File: config.mk
export PLATFORM = sky130hd
export DESIGN_NAME = uart_tx_arbiter_flat
export DESIGN_NICKNAME = d
export VERILOG_FILES = /design/src/rtl/uart_tx_arbiter_if.sv /design/src/rtl/uart_tx_arbiter.sv /design/src/flat_wrapper.sv
export SDC_FILE = /design/constraint.sdc
export NUM_CORES = 1
export LEC_CHECK = 0
export ABC_CLOCK_PERIOD_IN_PS = 1800
export CAP_MARGIN = 20
export CORE_MARGIN = 2
export CORE_UTILIZATION = 47
export DETAILED_ROUTE_END_ITERATION = 6
export PLACE_DENSITY = 0.86
export SYNTH_ARGS = -nofsm -noshare
export SYNTH_HDL_FRONTEND = slang
export SYNTH_SLANG_ARGS = --single-unit
File: constraint.sdc
create_clock -name clk -period 1.8 [get_ports clk]
set_input_delay 0.27 -clock clk [delete_from_list [all_inputs] [get_ports clk]]
set_output_delay 0.27 -clock clk [all_outputs]
set_load 0.05 [all_outputs]
File: src/rtl/uart_tx_arbiter_if.sv
// Bus between the uart_tx arbiter and its requesters / the shared uart_tx serializer.
//   req_valid_i / req_data_i / req_last_i : per-requester byte stream (8 bits per lane)
//   req_ready_o                          : per-requester accept strobe
//   grant_o                              : one-hot current owner, zero when idle
//   tx_data_o / tx_enable_o / tx_busy_i  : uart_tx data, start pulse and busy feedback
//   busy_o                               : arbiter not idle
// Signal names are from the arbiter's point of view.
interface uart_tx_arbiter_if #(
   parameter int unsigned NUM_REQ = 2
);
   logic [NUM_REQ-1:0]   req_valid_i;
   logic [8*NUM_REQ-1:0] req_data_i;
   logic [NUM_REQ-1:0]   req_last_i;
   logic [NUM_REQ-1:0]   req_ready_o;
   logic [NUM_REQ-1:0]   grant_o;
   logic [7:0]           tx_data_o;
   logic                 tx_enable_o;
   logic                 tx_busy_i;
   logic                 busy_o;

   // Arbiter side.
   modport slave (
      input  req_valid_i, req_data_i, req_last_i, tx_busy_i,
      output req_ready_o, grant_o, tx_data_o, tx_enable_o, busy_o
   );

   // Requesters plus uart_tx side.
   modport master (
      output req_valid_i, req_data_i, req_last_i, tx_busy_i,
      input  req_ready_o, grant_o, tx_data_o, tx_enable_o, busy_o
   );
endinterface

File: src/rtl/uart_tx_arbiter.sv
// Round-robin, packet-atomic arbiter sharing one uart_tx serializer among NUM_REQ
// byte-stream requesters. The owner keeps the serializer until it sends a byte flagged
// last or until MAX_BURST bytes have gone out, whichever comes first.
// Ports:
//   clk   : system clock
//   rst_n : asynchronous active-low reset
//   bus   : uart_tx_arbiter_if.slave (requester streams, grant, uart_tx handshake, busy)
module uart_tx_arbiter #(
   parameter int unsigned NUM_REQ   = 2,
   parameter int unsigned MAX_BURST = 64
) (
   input logic              clk,
   input logic              rst_n,
   uart_tx_arbiter_if.slave bus
);

   localparam int unsigned PtrW     = (NUM_REQ > 1) ? $clog2(NUM_REQ) : 1;
   localparam logic [7:0]  BurstMax = 8'(MAX_BURST);

   localparam logic [2:0] StIdle    = 3'd0;
   localparam logic [2:0] StGranted = 3'd1;
   localparam logic [2:0] StIssue   = 3'd2;
   localparam logic [2:0] StWaitHi  = 3'd3;
   localparam logic [2:0] StWaitLo  = 3'd4;

   logic [2:0]         state_q, state_d;
   logic [NUM_REQ-1:0] grant_q, grant_d;
   logic [PtrW-1:0]    owner_q, owner_d;
   logic [PtrW-1:0]    ptr_q, ptr_d;
   logic [7:0]         burst_q, burst_d;
   logic [7:0]         data_q, data_d;
   logic               last_q, last_d;

   // First valid requester searching upward from the pointer, with wrap.
   logic            pick_found;
   logic [PtrW-1:0] pick_idx;
   logic [PtrW-1:0] cand_idx;
   int unsigned     cand;

   always_comb begin
      pick_found = 1'b0;
      pick_idx   = '0;
      cand_idx   = '0;
      cand       = 0;
      for (int unsigned i = 0; i < NUM_REQ; i++) begin
         cand     = (32'(ptr_q) + i) % NUM_REQ;
         cand_idx = PtrW'(cand);
         if (!pick_found && bus.req_valid_i[cand_idx]) begin
            pick_found = 1'b1;
            pick_idx   = cand_idx;
         end
      end
   end

   // Owner's lane of the request bus.
   logic       own_valid;
   logic       own_last;
   logic [7:0] own_data;

   always_comb begin
      own_valid = 1'b0;
      own_last  = 1'b0;
      own_data  = '0;
      for (int k = 0; k < NUM_REQ; k++) begin
         if (owner_q == PtrW'(k)) begin
            own_valid = bus.req_valid_i[k];
            own_last  = bus.req_last_i[k];
            own_data  = bus.req_data_i[8*k +: 8];
         end
      end
   end

   logic [PtrW-1:0] ptr_next;
   assign ptr_next = (owner_q == PtrW'(NUM_REQ - 1)) ? '0 : owner_q + PtrW'(1);

   always_comb begin
      state_d = state_q;
      grant_d = grant_q;
      owner_d = owner_q;
      ptr_d   = ptr_q;
      burst_d = burst_q;
      data_d  = data_q;
      last_d  = last_q;
      case (state_q)
         StIdle: begin
            if (pick_found) begin
               grant_d = NUM_REQ'(1) << pick_idx;
               owner_d = pick_idx;
               burst_d = '0;
               state_d = StGranted;
            end
         end
         StGranted: begin
            // Owner going quiet holds the grant; nobody else may cut into the packet.
            if (own_valid && !bus.tx_busy_i) begin
               data_d  = own_data;
               last_d  = own_last;
               burst_d = burst_q + 8'd1;
               state_d = StIssue;
            end
         end
         StIssue: begin
            state_d = StWaitHi;
         end
         StWaitHi: begin
            if (bus.tx_busy_i) begin
               state_d = StWaitLo;
            end
         end
         StWaitLo: begin
            if (!bus.tx_busy_i) begin
               // Burst limit forces release even mid-packet; the rest re-arbitrates.
               if (last_q || (burst_q == BurstMax)) begin
                  grant_d = '0;
                  ptr_d   = ptr_next;
                  state_d = StIdle;
               end else begin
                  state_d = StGranted;
               end
            end
         end
         default: begin
            grant_d = '0;
            state_d = StIdle;
         end
      endcase
   end

   always_ff @(posedge clk or negedge rst_n) begin
      if (!rst_n) begin
         state_q <= StIdle;
         grant_q <= '0;
         owner_q <= '0;
         ptr_q   <= '0;
         burst_q <= '0;
         data_q  <= '0;
         last_q  <= 1'b0;
      end else begin
         state_q <= state_d;
         grant_q <= grant_d;
         owner_q <= owner_d;
         ptr_q   <= ptr_d;
         burst_q <= burst_d;
         data_q  <= data_d;
         last_q  <= last_d;
      end
   end

   assign bus.req_ready_o = ((state_q == StGranted) && !bus.tx_busy_i) ? grant_q : '0;
   assign bus.grant_o     = grant_q;
   assign bus.tx_data_o   = data_q;
   assign bus.tx_enable_o = (state_q == StIssue);
   assign bus.busy_o      = (state_q != StIdle);

endmodule

File: src/flat_wrapper.sv
// flat-port wrapper written by rule: the top's interface ports become plain ports
module uart_tx_arbiter_flat 
#(
   parameter int unsigned NUM_REQ   = 2,
   parameter int unsigned MAX_BURST = 64
)
  (clk, rst_n, bus_req_valid_i, bus_req_data_i, bus_req_last_i, bus_tx_busy_i, bus_req_ready_o, bus_grant_o, bus_tx_data_o, bus_tx_enable_o, bus_busy_o);
  uart_tx_arbiter_if #(.NUM_REQ(NUM_REQ)) bus_i ();
  input logic clk;
  input logic rst_n;
  input wire logic [$bits(bus_i.req_valid_i)-1:0] bus_req_valid_i;
  input wire logic [$bits(bus_i.req_data_i)-1:0] bus_req_data_i;
  input wire logic [$bits(bus_i.req_last_i)-1:0] bus_req_last_i;
  input wire logic [$bits(bus_i.tx_busy_i)-1:0] bus_tx_busy_i;
  output wire logic [$bits(bus_i.req_ready_o)-1:0] bus_req_ready_o;
  output wire logic [$bits(bus_i.grant_o)-1:0] bus_grant_o;
  output wire logic [$bits(bus_i.tx_data_o)-1:0] bus_tx_data_o;
  output wire logic [$bits(bus_i.tx_enable_o)-1:0] bus_tx_enable_o;
  output wire logic [$bits(bus_i.busy_o)-1:0] bus_busy_o;
  assign bus_i.req_valid_i = bus_req_valid_i;
  assign bus_i.req_data_i = bus_req_data_i;
  assign bus_i.req_last_i = bus_req_last_i;
  assign bus_i.tx_busy_i = bus_tx_busy_i;
  assign bus_req_ready_o = bus_i.req_ready_o;
  assign bus_grant_o = bus_i.grant_o;
  assign bus_tx_data_o = bus_i.tx_data_o;
  assign bus_tx_enable_o = bus_i.tx_enable_o;
  assign bus_busy_o = bus_i.busy_o;
  uart_tx_arbiter #(.NUM_REQ(NUM_REQ), .MAX_BURST(MAX_BURST)) u_core (.clk(clk), .rst_n(rst_n), .bus(bus_i));
endmodule
==> metrics.csv <==
metric;value;unit
status;finished, violations left;
violated checks;setup timing;
first-pass GRT wire length;5.65;mm
P per Cell Area;1610;nW/um2
Port Buf Inserts;36;
Core Rows;18;
xor and xnor fraction of the mapped netlist area;0;
first drt pass iteration count;5;
number of synthesized flops with an enable pin;0;
Root Buffer Master;clkbuf_4;
Leakage;0.974;nW
YS warnings;0;
worst-margin pin slew;0.515;ns
vias in the first global route;1255;
most frequent cells in the layout;clkdlybuf4s50_1, buf_4, dfrtp_1;
post-detailed-route wirelength per cell;16.5;um
hold-fix buffers at CTS;0;
fin crit period;1.82;ns
crit path kind;reg -> reg;
Clk Latency, worst-skew pair;0.33;ns
die height;56.2;um
P&R area growth vs syn;57.1;%
Finished Layout Cells;221;
dpl cells;205;
Total Wirelength;3.64;mm
Adder-Cell Fraction of Synth Area;0.0195;
CP Cell Sequence;buf_6 > nor3_4 > inv_2 > a2bb2oi_4 > or3_4 > a21oi_2;
largest family of logic cells by synthesized area;simple AND/OR/NAND/NOR gates;
CP max stage delay;0.46;ns
max cap viols;0;
Critical Path Start Type;flip-flop;
overall global routing resource usage;0.226;
Final Hold Viols;0;
clock tree buffer depth;2;
post-DP HPWL;2.40;mm
Routed Antenna Nets;0;
Core Area;2520;um2
drt drc;0;
Top FF cell, synth;dfrtp_1;
fin area;2010;um2
layout cell share with drive strength beyond 1;0.267;
CP required;2.06;ns
Num CTS Buffers;3;
1st-iter DRT viols;46;
via count;1267;
worst setup margin;-0.0242;ns
Slew Limit Headroom;0.656;
top cell type's share of synthesized area;0.469;
unrepaired setup endpoints after global routing;yes;
Die W;56.2;um
Syn Area/Cell;9.63;um2
diodes inserted;0;
Yosys reg bits;24;
largest area contributor in the netlist;dfrtp_1;
register area share after synthesis;0.469;
Max Fanout on Critical Path;8;
Hold WC Path Type;in -> async;
Synth Cell Area;1280;um2
post-synthesis instance total;133;
total power;3.24;mW
Fmax achieved;0.548;GHz
Final period util;1.01;
number of primary I/O pins;37;
Pins Over Slew Limit;0;
ys async rst share;1.00;
H-tree Lvls;1;
area of the die;3160;um2
initial antenna violation count;0;
Peak VDD IR;1.37;mV
RD Place Congestion;0.806;
commonest non-fill, non-tap cell in the layout;clkdlybuf4s50_1;
Setup Skew;0.0192;ns
Clk pin slew, worst setup/hold paths;0.15;ns
Final nets;217;
Syn Nets;158;
fraction of the mapped netlist area in compound gates;0.162;
critical-path cell with the highest stage delay;dfrtp_2;
Yosys cell types;36;
largest cells by area after synthesis;dfrtp_1, mux2i_1, o21ai_0;
Final Util;0.798;
Via density;5.73;
TritonCTS clock tree;built;
Initial Utilization;0.508;
largest net degree at the start of global routing;25;
post-placement cell area;1770;um2
multiplexer share of the synthesized area;0.0957;
WP data arrival;2.08;ns
CTS sink cnt;24;
CP Capture Type;flip-flop;
grt ovf;0;
Simple-Gate Fraction of Synth Area;0.197;
final setup fails;3;
-- final timing paths --
| path | startpoint | to | cells after the start | slack (ns) |
|---|---|---|---|---|
| hold reg to reg | u_core.bus.tx_data_o[3] | u_core.bus.tx_data_o[3] | 2 | 0.49 |
| setup / recovery | u_core.state_q[2] | u_core.burst_q[3] | 6 | -0.02 |
| setup reg to reg | u_core.state_q[2] | u_core.burst_q[3] | 6 | -0.02 |
| max in group asynchronous | rst_n | u_core.burst_q[3] | 2 | 1.28 |
| hold / removal | rst_n | u_core.burst_q[7] | 2 | 0.26 |
| min in group clk | u_core.bus.tx_data_o[3] | u_core.bus.tx_data_o[3] | 2 | 0.49 |
-- state kept, by name (all words and copies together), names as in the netlist --
signal / count
u_core.burst_q: 8
u_core.bus.tx_data_o: 8
u_core.state_q: 3
u_core.bus.grant_o: 2
u_core.last_q: 1
u_core.owner_q: 1
u_core.ptr_q: 1
-- worst max-delay path, delay by kind of cell, from the launching register on --
| family | cells | cell delay, ns |
|---|---|---|
| AOI/OAI and AO/OA | 2 | 0.34 |
| buffers and inverters | 2 | 0.28 |
| DFF | 1 | 0.46 |
| and+or+nand+nor | 2 | 0.65 |
-- Yosys cell counts (4+ instances only) --
master and number:
a21oi_1 8, dfrtp_1 24, inv_1 6, mux2i_1 10
nand2_1 19, nand3_1 4, nor2_1 5, nor3_1 4
o21ai_0 15, or3_1 4
-- logic make-up after synthesis --
group,count (synthesis)
flops,24
simple gates,48
compound gates,34
fa+ha+maj,2
mux,12
buf+inv,13
-- metrics by stage --
stage / TNS [ns] / hold slack (ns) / setup WS [ns]
final: -0.0482 / 0.260 / -0.0242
after CTS: -0.00292 / 0.282 / -0.00292
after detailed placement: -0.607 / 0.476 / -0.119
after global placement: -0.00996 / 0.461 / -0.00377
after floorplan: 0 / -0.0256 / 0.0886
after global routing: -0.566 / 0.295 / -0.0848
-- where the power goes --
part / total [mW] / switching, mW / internal [mW]
combinational: 1.95 / 1.10 / 0.850
clock: 0.403 / 0.177 / 0.226
sequential: 0.894 / 0.169 / 0.724
total: 3.24 / 1.44 / 1.80
-- routing by layer --
metal	GRT usage	up-vias	routed length, um
met2	0.398	48	1900
met5	0	-	0
met4	0.0952	0	77
met3	0.0326	12	149
li1	-	595	-
met1	0.273	612	1510
-- area by class of cell --
type,instances,area [um2]
clock buffers,3,22.5
clock inverters,1,30.0
fillers,155,509
inverters,7,26.3
multi-input cells,97,697
flip-flops and latches,24,604
well taps,30,37.5
repair buffers,59,596
-- timing repair --
item | CTS | global route
setup buffers | 3 | 8
endpoints found under the setup margin | 4 | 16
resized for setup | 6 | 20
gates cloned | 0 | 1
pin swaps | 0 | 3
No activity file was read; power rests on OpenSTA's default activity.
